==> src/rtl/obi_mem_bridge_pkg.sv <==
// Shared types and constants for the OBI-to-RAM bridge: response entry layout,
// stall LFSR polynomial and the LFSR bit masks that trigger grant/response stalls.
package obi_mem_bridge_pkg;

  typedef struct packed {
    logic [31:0] rdata;
    logic        err;
  } rsp_t;

  // Taps 16,14,13,11 map to state bits 15,13,12,10
  localparam logic [15:0] LFSR_TAPS      = 16'hB400;
  localparam logic [15:0] GNT_STALL_MASK = 16'h0003;
  localparam logic [15:0] RSP_STALL_MASK = 16'h000C;

  function automatic logic [15:0] lfsr_next(input logic [15:0] state);
    return {state[14:0], ^(state & LFSR_TAPS)};
  endfunction

endpackage

==> src/rtl/obi_rsp_fifo.sv <==
// In-order response FIFO; simultaneous push and pop is allowed even when full,
// and the head entry is presented combinationally on pop_data.
module obi_rsp_fifo
  import obi_mem_bridge_pkg::*;
#(
  parameter int unsigned DEPTH = 4
) (
  input  logic                         clk,
  input  logic                         rst,
  input  logic                         push,
  input  rsp_t                         push_data,
  input  logic                         pop,
  output rsp_t                         pop_data,
  output logic                         full,
  output logic                         empty,
  output logic [$clog2(DEPTH+1)-1:0]   count
);

  localparam int unsigned CNT_W = $clog2(DEPTH + 1);
  localparam int unsigned PTR_W = (DEPTH > 1) ? $clog2(DEPTH) : 1;

  rsp_t             mem [DEPTH];
  logic [PTR_W-1:0] wr_ptr;
  logic [PTR_W-1:0] rd_ptr;
  logic             do_push;
  logic             do_pop;

  function automatic logic [PTR_W-1:0] ptr_inc(input logic [PTR_W-1:0] ptr);
    if (ptr == PTR_W'(DEPTH - 1)) begin
      return '0;
    end else begin
      return ptr + PTR_W'(1);
    end
  endfunction

  assign full     = (count == CNT_W'(DEPTH));
  assign empty    = (count == '0);
  assign do_pop   = pop & ~empty;
  assign do_push  = push & (~full | do_pop);
  assign pop_data = mem[rd_ptr];

  always_ff @(posedge clk) begin
    if (do_push) begin
      mem[wr_ptr] <= push_data;
    end
  end

  always_ff @(posedge clk) begin
    if (rst) begin
      wr_ptr <= '0;
      rd_ptr <= '0;
      count  <= '0;
    end else begin
      if (do_push) begin
        wr_ptr <= ptr_inc(wr_ptr);
      end
      if (do_pop) begin
        rd_ptr <= ptr_inc(rd_ptr);
      end
      case ({do_push, do_pop})
        2'b10:   count <= count + CNT_W'(1);
        2'b01:   count <= count - CNT_W'(1);
        default: count <= count;
      endcase
    end
  end

endmodule

==> src/rtl/obi_mem_bridge.sv <==
// OBI data-bus slave in front of a 1-cycle-latency RAM port: combinational grant,
// single-cycle RAM access, in-order registered responses with optional random stalls.
module obi_mem_bridge
  import obi_mem_bridge_pkg::*;
#(
  parameter int unsigned ADDR_WIDTH      = 16,
  parameter logic [31:0] BASE_ADDR       = 32'h0000_0000,
  parameter int unsigned MAX_OUTSTANDING = 4,
  parameter bit          STALL_EN        = 1'b0,
  parameter logic [15:0] LFSR_SEED       = 16'hACE1
) (
  input  logic                  clk,
  input  logic                  rst,
  input  logic                  data_req_i,
  output logic                  data_gnt_o,
  input  logic [31:0]           data_addr_i,
  input  logic                  data_we_i,
  input  logic [3:0]            data_be_i,
  input  logic [31:0]           data_wdata_i,
  output logic                  data_rvalid_o,
  output logic [31:0]           data_rdata_o,
  output logic                  data_err_o,
  output logic                  ram_en_o,
  output logic [ADDR_WIDTH-1:0] ram_addr_o,
  output logic                  ram_we_o,
  output logic [3:0]            ram_be_o,
  output logic [31:0]           ram_wdata_o,
  input  logic [31:0]           ram_rdata_i
);

  localparam int unsigned CNT_W = $clog2(MAX_OUTSTANDING + 1);

  logic [15:0]      lfsr;
  logic             gnt_stall;
  logic             rsp_stall;
  logic [CNT_W-1:0] outstanding;
  logic [31:0]      offset;
  logic             in_range;

  logic             pipe_valid;
  logic             pipe_read;
  logic             pipe_err;
  rsp_t             pipe_rsp;
  rsp_t             head_rsp;
  rsp_t             sel_rsp;

  logic             fifo_push;
  logic             fifo_pop;
  logic             fifo_full;
  logic             fifo_empty;
  logic [CNT_W-1:0] fifo_count;
  logic             rsp_fire;

  assign gnt_stall = STALL_EN && ((lfsr & GNT_STALL_MASK) == 16'h0000);
  assign rsp_stall = STALL_EN && ((lfsr & RSP_STALL_MASK) == 16'h0000);

  // Unsigned subtraction folds addresses below BASE_ADDR into the out-of-range case
  assign offset   = data_addr_i - BASE_ADDR;
  assign in_range = ((offset >> ADDR_WIDTH) == 32'd0);

  assign data_gnt_o  = ~rst & data_req_i & ~gnt_stall &
                       (outstanding < CNT_W'(MAX_OUTSTANDING));
  assign ram_en_o    = data_gnt_o & in_range;
  assign ram_addr_o  = offset[ADDR_WIDTH-1:0];
  assign ram_we_o    = data_we_i;
  assign ram_be_o    = data_be_i;
  assign ram_wdata_o = data_wdata_i;

  always_ff @(posedge clk) begin
    if (rst) begin
      lfsr <= LFSR_SEED;
    end else if (STALL_EN) begin
      lfsr <= lfsr_next(lfsr);
    end else begin
      lfsr <= lfsr;
    end
  end

  always_ff @(posedge clk) begin
    if (rst) begin
      pipe_valid <= 1'b0;
      pipe_read  <= 1'b0;
      pipe_err   <= 1'b0;
    end else begin
      pipe_valid <= data_gnt_o;
      pipe_read  <= ~data_we_i;
      pipe_err   <= ~in_range;
    end
  end

  // An empty FIFO lets the pipeline entry bypass straight to the response register,
  // which is what gives the gnt-to-rvalid latency of two cycles.
  always_comb begin
    pipe_rsp.rdata = (pipe_read & ~pipe_err) ? ram_rdata_i : 32'h0000_0000;
    pipe_rsp.err   = pipe_err;
    rsp_fire       = ((fifo_count != '0) | pipe_valid) & ~rsp_stall;
    sel_rsp        = fifo_empty ? pipe_rsp : head_rsp;
    fifo_pop       = rsp_fire & ~fifo_empty;
    fifo_push      = pipe_valid & ~(fifo_empty & rsp_fire) & (~fifo_full | fifo_pop);
  end

  obi_rsp_fifo #(
    .DEPTH (MAX_OUTSTANDING)
  ) u_rsp_fifo (
    .clk       (clk),
    .rst       (rst),
    .push      (fifo_push),
    .push_data (pipe_rsp),
    .pop       (fifo_pop),
    .pop_data  (head_rsp),
    .full      (fifo_full),
    .empty     (fifo_empty),
    .count     (fifo_count)
  );

  always_ff @(posedge clk) begin
    if (rst) begin
      data_rvalid_o <= 1'b0;
      data_rdata_o  <= 32'h0000_0000;
      data_err_o    <= 1'b0;
    end else begin
      data_rvalid_o <= rsp_fire;
      data_rdata_o  <= rsp_fire ? sel_rsp.rdata : 32'h0000_0000;
      data_err_o    <= rsp_fire & sel_rsp.err;
    end
  end

  always_ff @(posedge clk) begin
    if (rst) begin
      outstanding <= '0;
    end else begin
      case ({data_gnt_o, data_rvalid_o})
        2'b10:   outstanding <= outstanding + CNT_W'(1);
        2'b01:   outstanding <= outstanding - CNT_W'(1);
        default: outstanding <= outstanding;
      endcase
    end
  end

endmodule

==> config.mk <==
export PLATFORM = sky130hd
export DESIGN_NAME = obi_mem_bridge
export DESIGN_NICKNAME = d
export VERILOG_FILES = /design/src/rtl/obi_mem_bridge_pkg.sv /design/src/rtl/obi_rsp_fifo.sv /design/src/rtl/obi_mem_bridge.sv
export SDC_FILE = /design/constraint.sdc
export NUM_CORES = 1
export LEC_CHECK = 0
export BUFFER_PORTS_ARGS = -buffer_cell sky130_fd_sc_hd__buf_4
export CORE_MARGIN = 4
export CORE_UTILIZATION = 50
export DETAILED_ROUTE_END_ITERATION = 7
export PLACE_DENSITY = 0.85
export SKIP_CTS_REPAIR_TIMING = 1
export SYNTH_ARGS = -nofsm -noshare
export SYNTH_HDL_FRONTEND = slang
export SYNTH_SLANG_ARGS = --single-unit
==> constraint.sdc <==
create_clock -name clk -period 2.7 [get_ports clk]
set_clock_uncertainty 0.05 [all_clocks]
set_input_delay 0.27 -clock clk [delete_from_list [all_inputs] [get_ports clk]]
set_output_delay 0.27 -clock clk [all_outputs]
set_load 0.01 [all_outputs]
Word-level counts from Yosys, hierarchy flattened
Memory sizes are Yosys's and may differ from the RTL's. A register that Yosys moved wholly into a read port is not among the register bits.
Cells that the tools add are included.
W data, S select, Z words.
{ "totals": {"in_bits": 104, "ramBits": 132, "reg_bits": 47, "wordCells": 63, "latch_bits": 0, "mem_bits_ro": 0, "memories": 1} }
{ "mem_list": {"columns": ["name", "words", "width", "read_ports", "rd_ports_with_merged_regs", "wr", "line", "text"], "rows": [
  ["u_rsp_fifo.mem", 4, 33, 1, 1, 1, "obi_rsp_fifo.sv:22", "rsp_t mem [DEPTH];"]
]} }
{ "op_classes": {"n_eq_ne": 7, "mux": 10, "add_sub_neg": 6, "bitwise_logic": 22, "div_mod_pow": 0, "n_lt_le_gt_ge": 1, "shift": 0, "mul": 0, "n_reduce_logical": 6} }
{ "op_table": {"columns": ["cell", "count"], "rows": [
  ["$mux W33", 1],
  ["$logic_not A32 Y1", 1],
  ["$mux W32", 1],
  ["$pmux W3 S2", 2],
  ["$and A1 B1 Y1", 11],
  ["$eq A2 B2 Y1 const B", 4],
  ["$mux W2", 4],
  ["$not A1 Y1", 8],
  ["$add A3 B1 Y3 const B", 2],
  ["$sub A3 B1 Y3 const B", 2],
  ["$add A2 B1 Y2 const B", 2],
  ["$eq A2 B1 Y1 const B", 2],
  ["$reduce_bool A2 Y1", 2],
  ["$eq A3 B3 Y1 const B", 1],
  ["$logic_not A3 Y1", 1],
  ["$lt A3 B3 Y1 const B", 1],
  ["$or A1 B1 Y1", 3],
  ["$reduce_bool A3 Y1", 1],
  ["$mux W1", 2],
  ["$reduce_or A2 Y1", 1]
]} }

Logic depth before layout (Yosys ltp)
Gate-level depths: netlist (run 1).
{ "depth": {"ltp_word": 9, "ltp_mapped": 9} }

Cells and area by module
A second synthesis (run 1) with hierarchy kept.
{ "unflattened": {"hier_cells": 504, "area_unflattened_um2": 7547.2} }
{ "modules_own_cells": {"columns": ["mod", "seq_area_each_um2", "cells_each", "area_each_um2", "instances"], "rows": [
  ["obi_rsp_fifo", 4144.0, 231, 5292.6, 1],
  ["obi_mem_bridge", 800.8, 273, 2254.7, 1]
]} }

Worst setup path after synthesis (run 1)
OpenSTA, ideal clock, no wires.
{ "synth_timing": {"path_type": "input port to flip-flop", "from": "in rst", "to": "reg outstanding[2]", "stages": 9, "setup_time_ns": 0.071, "setup_slack_ns": 0.731, "t_required_ns": 2.579, "arrival_time_ns": 1.849, "cell_sequence": "clkbuf_1 nor2_1 nand2_1 ha_1 inv_1 fa_1 xor2_1 or3_1 a21oi_1"} }
{ "synth_via": {"elab_chain_cells": 5, "word_cells_on_any_way": 7, "classes_between": "2 x eq/ne; 1 x mux; 3 x bitwise; 1 x reduce/logical"} }
{ "synth_rtl": {"columns": ["item", "line", "text"], "rows": [
  ["from (decl)", "obi_mem_bridge.sv:13", "input logic rst,"],
  ["$not A1 Y1", "obi_mem_bridge.sv:61", "assign data_gnt_o = ~rst & data_req_i & ~gnt_stall &"],
  ["$and A1 B1 Y1 (2 in series)", "obi_mem_bridge.sv:61", null],
  ["$eq A2 B1 Y1 or $eq A2 B2 Y1 (tied branches)", "obi_mem_bridge.sv:132", "case ({data_gnt_o, data_rvalid_o})"],
  ["$pmux W3 S2 or $reduce_bool A2 Y1 (tied branches)", null, null],
  ["to (signal assigned)", "obi_mem_bridge.sv:133", "2'b10: outstanding <= outstanding + CNT_W'(1);"],
  ["to (signal assigned)", "obi_mem_bridge.sv:134", "2'b01: outstanding <= outstanding - CNT_W'(1);"],
  ["to (signal assigned)", "obi_mem_bridge.sv:135", "default: outstanding <= outstanding;"],
  ["to (decl)", "obi_mem_bridge.sv:36", "logic [CNT_W-1:0] outstanding;"]
]} }
Several ways; a longest one is shown, not always the timed one.
A chain may end at the register's enable or synchronous reset.

Final worst setup path (run 1)
{ "layout_timing": {"from": "reg u_rsp_fifo.count[2]", "to": "reg u_rsp_fifo.count[1]"} }
{ "layout_via": {"elab_chain_cells": 9, "word_cells_on_any_way": 19, "classes_between": "3 x eq/ne; 1 x mux; 12 x bitwise; 3 x reduce/logical"} }
{ "layout_rtl": {"columns": ["item", "line", "text"], "rows": [
  ["from (decl)", "obi_rsp_fifo.sv:16", "output logic [$clog2(DEPTH+1)-1:0] count"],
  ["from (signal assigned)", "obi_rsp_fifo.sv:61", "2'b10: count <= count + CNT_W'(1);"],
  ["from (signal assigned)", "obi_rsp_fifo.sv:62", "2'b01: count <= count - CNT_W'(1);"],
  ["from (signal assigned)", "obi_rsp_fifo.sv:63", "default: count <= count;"],
  ["$reduce_bool A3 Y1", "obi_mem_bridge.sv:96", "rsp_fire = ((fifo_count != '0) | pipe_valid) & ~rsp_stall;"],
  ["$or A1 B1 Y1", "obi_mem_bridge.sv:96", null],
  ["$and A1 B1 Y1", "obi_mem_bridge.sv:99", "fifo_push = pipe_valid & ~(fifo_empty & rsp_fire) & (~fifo_full | fifo_pop);"],
  ["$not A1 Y1", "obi_mem_bridge.sv:99", null],
  ["$and A1 B1 Y1 (2 in series)", "obi_mem_bridge.sv:99", null],
  ["$and A1 B1 Y1", "obi_rsp_fifo.sv:39", "assign do_push = push & (~full | do_pop);"],
  ["$eq A2 B1 Y1 or $eq A2 B2 Y1 (tied branches)", "obi_rsp_fifo.sv:60", "case ({do_push, do_pop})"],
  ["$pmux W3 S2 or $reduce_bool A2 Y1 (tied branches)", null, null]
]} }
Several ways; a longest one is shown, not always the timed one.

==> key figures, run 1 <==
GRT
  – Via count of the first global-routing pass: 3818
  – GRT Total Usage: 0.178
  – Maximum number of pins on one net before global-route repair: 34
  – Wire length of the first global-routing pass: roughly 22000 um
  – Total gr overflow: 0
  – Antenna violations before repair: 0

Timing
  – Top achievable clock speed: 479 MHz
  – Final count of pins violating max slew: 0
  – Setup TNS: 0 ns
  – Setup violators final: 0
  – Headroom to the max-slew limit: 0.365
  – Least-Margin Pin Slew: 0.950 ns
  – RSZ-0062 raised after global routing: false
  – Worst hold-check slack: between 0.08 and 0.09 ns
  – Period utilisation layout: 0.773
  – Final-report hold violation count: 0
  – Tmin final: around 2.1 ns

Clocking
  – Clk Latency, worst-skew pair: ~0.42 ns
  – H-tree Lvls: 4
  – Bufs on Longest Clock Path: 2
  – TritonCTS sink count: between 150 and 200
  – Cts bufs inserted: 17
  – Cell at the root of the clock tree: sky130_fd_sc_hd__clkbuf_16
  – Register clock-pin slew on the reported worst setup and hold paths: 0.06 ns
  – CTS tree: built

Final layout
  – Fill cell instance count of the final layout: between 1000 and 1500
  – Non-Filler Cell Area, Final: 8330 um^2
  – Total area of multi-input combinational cells: ~1700 um^2
  – Antenna diode count: 0
  – Total Nets Final: between 500 and 600
  – Fraction of final layout cells with drive strength greater than 1: 0.425
  – Final Util: 0.595
  – Growth of design area from synthesis to finish: 16.0%
  – Combined flip-flop and latch cell area: around 5000 um^2

Power
  – Switching power summed over all nets: between 1 and 1.5 mW
  – Clock network fraction of total power: 0.442
  – Power Internal: 4.53 mW
  – IR drop worst, VDD: between 0.0004 and 0.0005 V
  – Sum of internal, switching and leakage power: 5.65 mW
  – Part of the total power dissipated in sequential elements: 0.528
  – Combinational share of power: 0.030
  – Total leakage power: 2.98 nW
  – Total power density per cell area: between 600 and 700 nW/um^2
  – Switching part of the total power: 0.198

Setup path
  – Critical-path maximum fanout: 9
  – R2r worst-path depth: 5
  – Launch instance of the worst register-to-register path: u_rsp_fifo.count[2]
  – Worst flop-to-flop path endpoint: u_rsp_fifo.count[1]
  – Register-to-register setup slack: about 0.6 ns
  – Startpoint type of the worst setup path: flip-flop
  – Critical Path End Type: flip-flop
  – Class of the most critical setup path: reg -> reg
  – Required arrival time at the worst endpoint: between 3 and 4 ns
  – Critical path arrival: 2.40 ns

Drt
  – Via Count: between 3000 and 4000
  – Number of design-rule violations left by the first detailed-router iteration: 240
  – Number of nets with antenna violations after routing: 0
  – Final Routed Wirelength: around 14000 um
  – Number of optimization iterations in the first detailed-route pass: 4
  – Number of vias per cell after detailed routing: 5.53
  – Post-route DRC: 0
  – Average wire per standard cell: around 21 um

Synthesis
  – Mapped Nets: 536
  – Post-synth ARST share: 0
  – Most used standard cell by instance count after synthesis: sky130_fd_sc_hd__edfxtp_1
  – Number of enable flip-flop cells after synthesis: about 130
  – Dominant register cell in the synthesized netlist: sky130_fd_sc_hd__edfxtp_1
  – Synth top area share: 0.552
  – Per-instance average area after synthesis: approximately 17 um^2
  – Library cell occupying the most area in the post-synthesis netlist: sky130_fd_sc_hd__edfxtp_1
  – Cell area after synthesis: approximately 7200 um^2
  – Number of warnings issued by yosys: 0
  – Cell variety after synth: 31
  – Number of register bits inferred by synthesis: roughly 180
  – Cell types with the highest counts after synthesis: 132 x sky130_fd_sc_hd__edfxtp_1, 53 x sky130_fd_sc_hd__buf_4, 49 x sky130_fd_sc_hd__dfxtp_1
  – Mapped Cells: ~420
  – Top post-synthesis cells by area: sky130_fd_sc_hd__edfxtp_1 55%, sky130_fd_sc_hd__dfxtp_1 14%, sky130_fd_sc_hd__mux4_2 10%
  – Proportion of synthesized chip area in sequential cells: 0.689

Hold path
  – Hold path endpoint: pipe_valid
  – Launch point of the worst hold path: data_req_i
  – Number of cells traversed by the worst hold path: 3
  – Classification of the worst-slack hold path: in -> reg

Placement
  – Placed cell area: between 7000 and 8000 um^2
  – Number of port buffers: between 80 and 90
  – Detailed placer's ending HPWL: about 9000 um
  – Final RePlAce weighted congestion: a little under 0.8

Floorplanning
  – Floorplan die area: between 15000 and 20000 um^2
  – Overall die width: 128 um
  – Number of placement rows: 43
  – Height of the die: around 130 um
  – I/O Pins: about 190
  – Starting density of the core: 0.513
  – Core area: between 10000 and 15000 um^2

Outcome
  – Result of the run: completed

Run
  – Reported max-cap violation count: 0
==> cells by family (layout without fill, tap and decap cells) <==
kind of cell / after synthesis / count (layout) / share of synthesized area
multiplexers: 33 / 33 / 0.103
XOR/XNOR: 2 / 2 / 0.00244
adder cells (fa/ha/maj): 8 / 8 / 0.0160
buffers and inverters: 83 / 141 / 0.0760
AND/OR/NAND/NOR: 73 / 73 / 0.0598
AO/OA/AOI/OAI: 44 / 44 / 0.0538
flip-flops: 181 / 181 / 0.689
==> layout by cell type (no fill, tap or decap) <==
master,instances
sky130_fd_sc_hd__nor3b_4,1
sky130_fd_sc_hd__nor4_1,4
sky130_fd_sc_hd__buf_12,5
sky130_fd_sc_hd__nand3_1,1
sky130_fd_sc_hd__fa_1,2
sky130_fd_sc_hd__or3_2,1
sky130_fd_sc_hd__or2b_1,1
sky130_fd_sc_hd__nor3_1,1
sky130_fd_sc_hd__a22o_2,32
sky130_fd_sc_hd__clkinv_4,3
sky130_fd_sc_hd__clkbuf_1,1
sky130_fd_sc_hd__dfxtp_1,47
sky130_fd_sc_hd__nor2b_2,1
sky130_fd_sc_hd__bufinv_16,3
sky130_fd_sc_hd__dfxtp_2,2
sky130_fd_sc_hd__o31ai_1,1
sky130_fd_sc_hd__inv_6,4
sky130_fd_sc_hd__o21ai_0,1
sky130_fd_sc_hd__a22o_1,1
sky130_fd_sc_hd__and2_1,32
sky130_fd_sc_hd__inv_1,9
sky130_fd_sc_hd__buf_4,94
sky130_fd_sc_hd__edfxtp_1,132
sky130_fd_sc_hd__mux4_2,33
sky130_fd_sc_hd__ha_1,6
sky130_fd_sc_hd__nand4_1,1
sky130_fd_sc_hd__nand2b_1,1
sky130_fd_sc_hd__clkbuf_16,17
sky130_fd_sc_hd__clkinvlp_4,2
sky130_fd_sc_hd__nor2_1,8
sky130_fd_sc_hd__nor2b_1,1
sky130_fd_sc_hd__a21oi_1,9
sky130_fd_sc_hd__nor2_4,1
sky130_fd_sc_hd__clkinv_2,2
sky130_fd_sc_hd__dlygate4sd3_1,1
sky130_fd_sc_hd__nand2_1,9
sky130_fd_sc_hd__xor2_1,2
sky130_fd_sc_hd__or3_1,6
sky130_fd_sc_hd__and3_2,4
==> cell type report <==
class	instances	area share
Sequential cell	181	0.594
Multi-Input combinational cell	160	0.204
Timing Repair Buffer	100	0.0979
Clock buffer	18	0.0515
Tap cell	180	0.0270
Clock inverter	14	0.0212
Inverter	9	0.00406
==> layer usage <==
metal | share of wire | track usage | vias to the layer above
met2 | 0.53 | 0.296 | 155
met4 | 0.020 | 0.0680 | 0
met3 | 0.081 | 0.0713 | 38
met5 | 0 | 0 | -
li1 | - | - | 1640
met1 | 0.37 | 0.207 | 1831
==> stage by stage <==
stage                     std cells  setup WS [ns]
after CTS                       661          0.594
after global routing            662          0.525
after floorplan                 424          0.731
after global placement          629          0.674
after detailed placement        629          0.609
final                           662          0.612
==> registers in the layout (all words and copies together) (netlist names), named ones only <==
| signal | flops |
|---|---|
| u_rsp_fifo.wr_ptr | 2 |
| pipe_err | 1 |
| pipe_read | 1 |
| data_err_o | 1 |
| pipe_valid | 1 |
| u_rsp_fifo.mem | 132 |
| data_rvalid_o | 1 |
| data_rdata_o | 32 |
| u_rsp_fifo.count | 3 |
| outstanding | 3 |
| u_rsp_fifo.rd_ptr | 2 |
==> critical path, cell delays in order (launching register included) <==
cell	delay (ns)
sky130_fd_sc_hd__dfxtp_1	0.35
sky130_fd_sc_hd__or3_1	0.53
sky130_fd_sc_hd__or2b_1	0.22
sky130_fd_sc_hd__fa_1	0.40
sky130_fd_sc_hd__or3_1	0.34
sky130_fd_sc_hd__a21oi_1	0.14
==> worst max path at each step <==
stage	start	to	slack (ns)	cells past startpoint
after floorplan	rst	outstanding[2]	0.73	9
after global placement	u_rsp_fifo.count[2]	u_rsp_fifo.count[1]	0.67	5
after detailed placement	u_rsp_fifo.count[2]	u_rsp_fifo.count[1]	0.61	5
after CTS	u_rsp_fifo.count[2]	u_rsp_fifo.count[1]	0.59	5
after global routing	u_rsp_fifo.count[2]	u_rsp_fifo.count[1]	0.52	5
final	u_rsp_fifo.count[2]	u_rsp_fifo.count[1]	0.61	5
==> power by group through the flow <==
stage	clock, mW	sequential [mW]	combinational, mW
after floorplan	0	3.04	0.160
after CTS	2.55	2.99	0.171
final	2.50	2.99	0.171
after detailed placement	0	3.05	0.170
after global placement	0	3.05	0.161
after global routing	2.67	2.99	0.185
(Power assumes the default switching activity.)
==> run 2, diff against run 1 <==
--- a/config.mk
+++ b/config.mk
@@ -7,9 +7,9 @@
 export LEC_CHECK = 0
 export BUFFER_PORTS_ARGS = -buffer_cell sky130_fd_sc_hd__buf_4
 export CORE_MARGIN = 4
-export CORE_UTILIZATION = 50
+export CORE_UTILIZATION = 47
 export DETAILED_ROUTE_END_ITERATION = 7
-export PLACE_DENSITY = 0.85
+export PLACE_DENSITY = 0.83
 export SKIP_CTS_REPAIR_TIMING = 1
 export SYNTH_ARGS = -nofsm -noshare
 export SYNTH_HDL_FRONTEND = slang
==> constraint.sdc (replaced) <==
create_clock -name clk -period 1.7 [get_ports clk]
set_clock_uncertainty 0.05 [all_clocks]
set_input_delay 0.17 -clock clk [delete_from_list [all_inputs] [get_ports clk]]
set_output_delay 0.17 -clock clk [all_outputs]
set_load 0.01 [all_outputs]
==> run 2 against run 1 <==
The flow now finishes with violations (setup timing). Core utilization down 1.5 points. Register-to-register slack worse by 0.77 ns. Wire length is 3.1% higher. First-iteration DRC count rose by 28%. Critical path depth unchanged. Critical path type unchanged. Critical endpoint unchanged. Largest cell class unchanged.
==> key figures, run 2 (synthesis results as in run 1) <==
Floorplanning
  – Starting density of the core: 0.487 (-0.0266)
  – Overall die width: 132 um (+2.9%)
  – Core area: 14800 um^2 (+5.5%)
  – I/O Pins: 193 (unchanged)
  – Number of placement rows: 44 (+2.3%)
  – Height of the die: 132 um (+2.9%)
  – Floorplan die area: 17300 um^2 (+6.0%)

Timing
  – Tmin final: 1.86 ns (-0.225 ns)
  – Final-report hold violation count: 0 (unchanged)
  – Post-route worst setup slack: -0.163 ns (-0.775 ns)
  – Least-Margin Pin Slew: 0.586 ns (-0.363 ns)
  – Top achievable clock speed: 537 MHz (+12%)
  – Headroom to the max-slew limit: 0.608 (+0.243)
  – Period utilisation layout: 1.10 (+0.323)
  – Setup TNS: -0.334 ns (-0.334 ns)
  – Final count of pins violating max slew: 0 (unchanged)
  – Worst hold-check slack: 0.0540 ns (-0.0317 ns)
  – RSZ-0062 raised after global routing: true
  – Setup violators final: 3 (+3)

Final layout
  – Commonest non-fill, non-tap cell in the layout: sky130_fd_sc_hd__edfxtp_1
  – Top register by number of flip-flops: u_rsp_fifo.mem
  – Growth of design area from synthesis to finish: 19.3%
  – Total Nets Final: 596 (+2.6%)
  – Leading cell types in the layout, fill and taps excluded: 132 x sky130_fd_sc_hd__edfxtp_1, 105 x sky130_fd_sc_hd__buf_4, 46 x sky130_fd_sc_hd__dfxtp_1, 33 x sky130_fd_sc_hd__mux4_2
  – Final Util: 0.581 (-0.0145)
  – Number of standard cells in the layout, taps in and fillers out: 680 (+2.7%)
  – Largest register FFs: 132 (unchanged)
  – Fill cell instance count of the final layout: 1101 (+6.9%)
  – Antenna diode count: 0 (unchanged)
  – Largest registers in the final layout: u_rsp_fifo.mem: 132 flops, data_rdata_o: 32 flops
  – Non-Filler Cell Area, Final: 8570 um^2 (+2.9%)
  – Fraction of final layout cells with drive strength greater than 1: 0.460 (+0.0344)

Power
  – Sum of internal, switching and leakage power: 9.37 mW (+66%)
  – Total leakage power: 3.09 nW (+3.8%)
  – Total power density per cell area: 1090 nW/um^2 (+61%)
  – IR drop worst, VDD: 0.000642 V (+44%)

GRT
  – Antenna violations before repair: 0 (unchanged)
  – GRT met2 Usage: 0.283 (-0.0132)
  – GRT Total Usage: 0.170 (-0.00733)
  – Total gr overflow: 0 (unchanged)
  – Via count of the first global-routing pass: 4019 (+5.3%)
  – Maximum number of pins on one net before global-route repair: 34 (unchanged)
  – Wire length of the first global-routing pass: 22500 um (+4.6%)
  – Most Crowded Layer GR: met2
  – GR met1 Demand/Resource: 0.206 (-0.00165)
  – Met3 Resource Use GR: 0.0520 (-0.0193)

Clocking
  – H-tree Lvls: 4 (unchanged)
  – Clk Latency, worst-skew pair: 0.42 ns (about the same)
  – Cts bufs inserted: 17 (unchanged)
  – CTS tree: built
  – Register clock-pin slew on the reported worst setup and hold paths: 0.06 ns (about the same)
  – TritonCTS sink count: 181 (unchanged)
  – Bufs on Longest Clock Path: 2 (unchanged)
  – Cell at the root of the clock tree: sky130_fd_sc_hd__clkbuf_16

Placement
  – Final RePlAce weighted congestion: 0.739 (-4.1%)
  – Placed cells: 646 (+2.7%)
  – Placed cell area: 7840 um^2 (+1.7%)
  – Worst setup slack after placement: -0.202 ns (-0.811 ns)
  – Detailed placer's ending HPWL: 9110 um (+1.1%)
  – Number of port buffers: 88 (unchanged)

Drt
  – Post-route DRC: 0 (unchanged)
  – Number of optimization iterations in the first detailed-route pass: 4 (unchanged)
  – Final Routed Wirelength: 14600 um (+3.1%)
  – Average wire per standard cell: 21.5 um (+0.38%)
  – Number of vias per cell after detailed routing: 5.55 (+0.25%)
  – Number of nets with antenna violations after routing: 0 (unchanged)
  – Via Count: 3773 (+3.0%)
  – Number of design-rule violations left by the first detailed-router iteration: 308 (+28%)

Setup path
  – Critical Path End Type: flip-flop
  – Critical-path maximum fanout: 2 (-7)
  – Required arrival time at the worst endpoint: 2.01 ns (-1.00 ns)
  – Launch instance of the worst register-to-register path: u_rsp_fifo.count[1]
  – Startpoint type of the worst setup path: flip-flop
  – Critical path arrival: 2.17 ns (-0.23 ns)
  – Class of the most critical setup path: reg -> reg
  – Critical Path Source: u_rsp_fifo.count[1]

Run
  – Reported max-cap violation count: 0 (unchanged)

Hold path
  – Launch point of the worst hold path: data_addr_i[22]
  – Classification of the worst-slack hold path: in -> reg

Outcome
  – Violations in the final reports: setup timing
  – Result of the run: finished with violations
[run 2: cell types whose count changed in the layout (fill, tap and decap cells not counted), moves of 2 or more]
cell and delta:
sky130_fd_sc_hd__clkinvlp_4 -2, sky130_fd_sc_hd__or3_4 +2, sky130_fd_sc_hd__clkinv_2 -2, sky130_fd_sc_hd__buf_12 +2
sky130_fd_sc_hd__or3_1 -2, sky130_fd_sc_hd__bufinv_16 +2, sky130_fd_sc_hd__buf_4 +11, sky130_fd_sc_hd__a21oi_2 +2
sky130_fd_sc_hd__a21oi_1 -2
[run 2: final timing paths]
kind                                       endpoint  cells past startpoint  slack [ns]
worst max register to register  u_rsp_fifo.count[1]                      5       -0.16
worst min-delay path                       pipe_err                      4        0.05
worst min register to register            flip-flop                      2        0.43
worst max-delay path            u_rsp_fifo.count[1]                      5       -0.16
[run 2: cell type report]
class,instances,area [um^2],area share
Sequential cell,181,4950,0.577
Multi-Input combinational cell,161,1740,0.203
Timing Repair Buffer,114,950,0.111
Clock buffer,18,450,0.0526
Tap cell,184,230,0.0269
Clock inverter,13,215,0.0251
Inverter,9,33.8,0.00394
[run 2: critical path, cell delays in order, from the launching register on]
cell                      delay [ns]
sky130_fd_sc_hd__dfxtp_1        0.32
sky130_fd_sc_hd__or3_4          0.38
sky130_fd_sc_hd__or2b_1         0.17
sky130_fd_sc_hd__fa_1           0.42
sky130_fd_sc_hd__or3_1          0.34
sky130_fd_sc_hd__a21oi_2        0.13
[run 2: metal layers]
layer | part of all wire | wire [um]
met1 | 0.40 | 5850
met2 | 0.51 | 7410
met3 | 0.071 | 1040
met4 | 0.023 | 341
met5 | 0 | 0
[run 2: power breakdown]
part	switching (mW)	internal, mW	total, mW
logic	0.144	0.168	0.313
clock network	1.61	2.71	4.32
registers	0.0130	4.72	4.74
==> run 3, diff against run 2 <==
--- a/config.mk
+++ b/config.mk
@@ -5,11 +5,11 @@
 export SDC_FILE = /design/constraint.sdc
 export NUM_CORES = 1
 export LEC_CHECK = 0
-export BUFFER_PORTS_ARGS = -buffer_cell sky130_fd_sc_hd__buf_4
 export CORE_MARGIN = 4
-export CORE_UTILIZATION = 47
+export CORE_UTILIZATION = 50
 export DETAILED_ROUTE_END_ITERATION = 7
-export PLACE_DENSITY = 0.83
+export DONT_BUFFER_PORTS = 1
+export PLACE_DENSITY = 0.76
 export SKIP_CTS_REPAIR_TIMING = 1
 export SYNTH_ARGS = -nofsm -noshare
 export SYNTH_HDL_FRONTEND = slang
==> run 3 against run 2 <==
Count of clock-buffer cells in the layout did not move. Sequential share of layout area is 5.2 points higher. Wire length decreased by 6.6%. Highest routed layer is now met5. Non-clock buffer count fell by 85. Worst setup slack got worse by 0.0074 ns. The flow finishes with violations (hold timing, setup timing). Register-to-register slack is essentially flat. Global-route usage grew 0.24 points. Design area decreased by 8.2%. Via count fell by 9.0%.
==> key figures, run 3 (synthesis results as in run 1) <==
Power
  – Total leakage power: 2.62 nW (-15%)
  – Total power density per cell area: 1070 nW/um^2 (-2.0%)
  – IR drop worst, VDD: 0.000700 V (+8.9%)
  – Sum of internal, switching and leakage power: 8.43 mW (-10%)

GRT
  – Maximum number of pins on one net before global-route repair: 34 (unchanged)
  – Antenna violations before repair: 3 (+3)
  – Wire length of the first global-routing pass: 21000 um (-6.8%)
  – GRT Total Usage: 0.173 (+0.00239)
  – Via count of the first global-routing pass: 3697 (-8.0%)
  – Total gr overflow: 0 (unchanged)

Timing
  – Final-report hold violation count: 14 (+14)
  – Top achievable clock speed: 535 MHz (-0.39%)
  – Least-Margin Pin Slew: 0.988 ns (+0.402 ns)
  – Tmin final: 1.87 ns (+0.00735 ns)
  – Period utilisation layout: 1.10 (+0.00433)
  – Setup violators final: 9 (+6)
  – Worst hold-check slack: -0.245 ns (-0.300 ns)
  – Headroom to the max-slew limit: 0.340 (-0.269)
  – Setup TNS: -0.406 ns (-0.0723 ns)
  – Post-route worst setup slack: -0.171 ns (-0.00735 ns)
  – Final count of pins violating max slew: 0 (unchanged)
  – RSZ-0062 raised after global routing: true

Setup path
  – Critical-path maximum fanout: 2 (unchanged)
  – Critical Path End Type: flip-flop
  – Required arrival time at the worst endpoint: 2.01 ns (about the same)
  – Critical path arrival: 2.18 ns (about the same)
  – Startpoint type of the worst setup path: flip-flop
  – Class of the most critical setup path: reg -> reg

Placement
  – Detailed placer's ending HPWL: 8790 um (-3.6%)
  – Placed cells: 555 (-14%)
  – Number of port buffers: 0 (-100%)
  – Worst setup slack after placement: -0.159 ns (+0.0437 ns)
  – Placed cell area: 7260 um^2 (-7.4%)
  – Final RePlAce weighted congestion: 0.743 (+0.57%)

Final layout
  – Non-Filler Cell Area, Final: 7860 um^2 (-8.2%)
  – Commonest non-fill, non-tap cell in the layout: sky130_fd_sc_hd__edfxtp_1
  – Top register by number of flip-flops: u_rsp_fifo.mem
  – Leading cell types in the layout, fill and taps excluded: 132 x sky130_fd_sc_hd__edfxtp_1, 44 x sky130_fd_sc_hd__dfxtp_1, 33 x sky130_fd_sc_hd__mux4_2, 32 x sky130_fd_sc_hd__and2_1, 32 x sky130_fd_sc_hd__a22o_2
  – Total Nets Final: 510 (-14%)
  – Largest registers in the final layout: u_rsp_fifo.mem: 132 flops, data_rdata_o: 32 flops
  – Fraction of final layout cells with drive strength greater than 1: 0.341 (-0.119)
  – Growth of design area from synthesis to finish: 9.49%
  – Number of standard cells in the layout, taps in and fillers out: 593 (-13%)
  – Largest register FFs: 132 (unchanged)

Floorplanning
  – Core area: 14000 um^2 (-5.2%)
  – Starting density of the core: 0.513 (+0.0266)
  – Overall die width: 128 um (-2.9%)
  – Number of placement rows: 43 (-2.3%)
  – Height of the die: 128 um (-2.9%)
  – I/O Pins: 193 (unchanged)
  – Floorplan die area: 16300 um^2 (-5.6%)

Hold path
  – Classification of the worst-slack hold path: in -> reg

Drt
  – Via Count: 3432 (-9.0%)
  – Number of design-rule violations left by the first detailed-router iteration: 221 (-28%)
  – Number of nets with antenna violations after routing: 0 (unchanged)
  – Final Routed Wirelength: 13700 um (-6.6%)
  – Post-route DRC: 0 (unchanged)
  – Number of vias per cell after detailed routing: 5.79 (+4.3%)
  – Number of optimization iterations in the first detailed-route pass: 4 (unchanged)
  – Average wire per standard cell: 23.1 um (+7.1%)

Outcome
  – Result of the run: finished with violations
  – Violations in the final reports: hold timing, setup timing

Clocking
  – Register clock-pin slew on the reported worst setup and hold paths: 0.07 ns (about the same)
  – Clk Latency, worst-skew pair: 0.42 ns (about the same)
  – Cts bufs inserted: 17 (unchanged)
  – TritonCTS sink count: 181 (unchanged)
  – Cell at the root of the clock tree: sky130_fd_sc_hd__clkbuf_16
  – Bufs on Longest Clock Path: 2 (unchanged)
  – CTS tree: built
  – H-tree Lvls: 4 (unchanged)

Run
  – Reported max-cap violation count: 0 (unchanged)
-- run 3: cell types whose count changed in the layout (fill, tap and decap cells not counted), sizes merged --
cell / before / now
buf: 113 / 26
clkinvlp: 0 / 2
nor2: 10 / 9
inv: 14 / 12
clkinv: 3 / 9
dlygate4sd3: 1 / 3
bufinv: 5 / 0
diode: 0 / 2
-- run 3: worst paths after layout --
| path | from | to | slack (ns) | cells after the start |
|---|---|---|---|---|
| max reg2reg | u_rsp_fifo.count[1] | u_rsp_fifo.count[1] | -0.17 | 5 |
| min | rst | u_rsp_fifo.count[2] | -0.25 | 1 |
| max | u_rsp_fifo.count[1] | u_rsp_fifo.count[1] | -0.17 | 5 |
| min reg2reg | u_rsp_fifo.rd_ptr[1] | flip-flop | 0.42 | 2 |
-- run 3: routing by layer --
| layer | global-route usage | routed length, um | vias to the layer above |
|---|---|---|---|
| met3 | 0.0629 | 1190 | 41 |
| li1 | - | - | 1499 |
| met2 | 0.286 | 7060 | 161 |
| met4 | 0.0830 | 403 | 2 |
| met1 | 0.200 | 5000 | 1729 |
| met5 | 0 | 13 | - |
-- run 3: stage by stage --
step           hold WS (ns)  utilization
2_1_floorplan         0.187            -
4_1_cts              -0.268        0.557
5_1_grt              -0.274        0.562
3_3_place_gp          0.191        0.519
3_5_place_dp          0.192        0.519
6_report             -0.245        0.562
-- run 3: where the power goes --
part           internal, mW  switching (mW)
Combinational        0.0832           0.103
Clock                  1.88            1.62
Sequential             4.72          0.0176
Total                  6.69            1.74
-- run 3: cell type report --
type                            count  area (um^2)
Clock inverter                     14          108
Multi-Input combinational cell    160         1720
Inverter                            9         33.8
Sequential cell                   181         4950
Fill cell                        1067         6120
Antenna cell                        2         5.00
Timing Repair Buffer               29          388
Clock buffer                       18          429
Tap cell                          180          225
-- run 3: critical path: stages, from the launching register on --
cell                      delay, ns
sky130_fd_sc_hd__dfxtp_1       0.32
sky130_fd_sc_hd__or3_4         0.38
sky130_fd_sc_hd__or2b_1        0.18
sky130_fd_sc_hd__fa_1          0.42
sky130_fd_sc_hd__or3_1         0.32
sky130_fd_sc_hd__a21oi_1       0.14
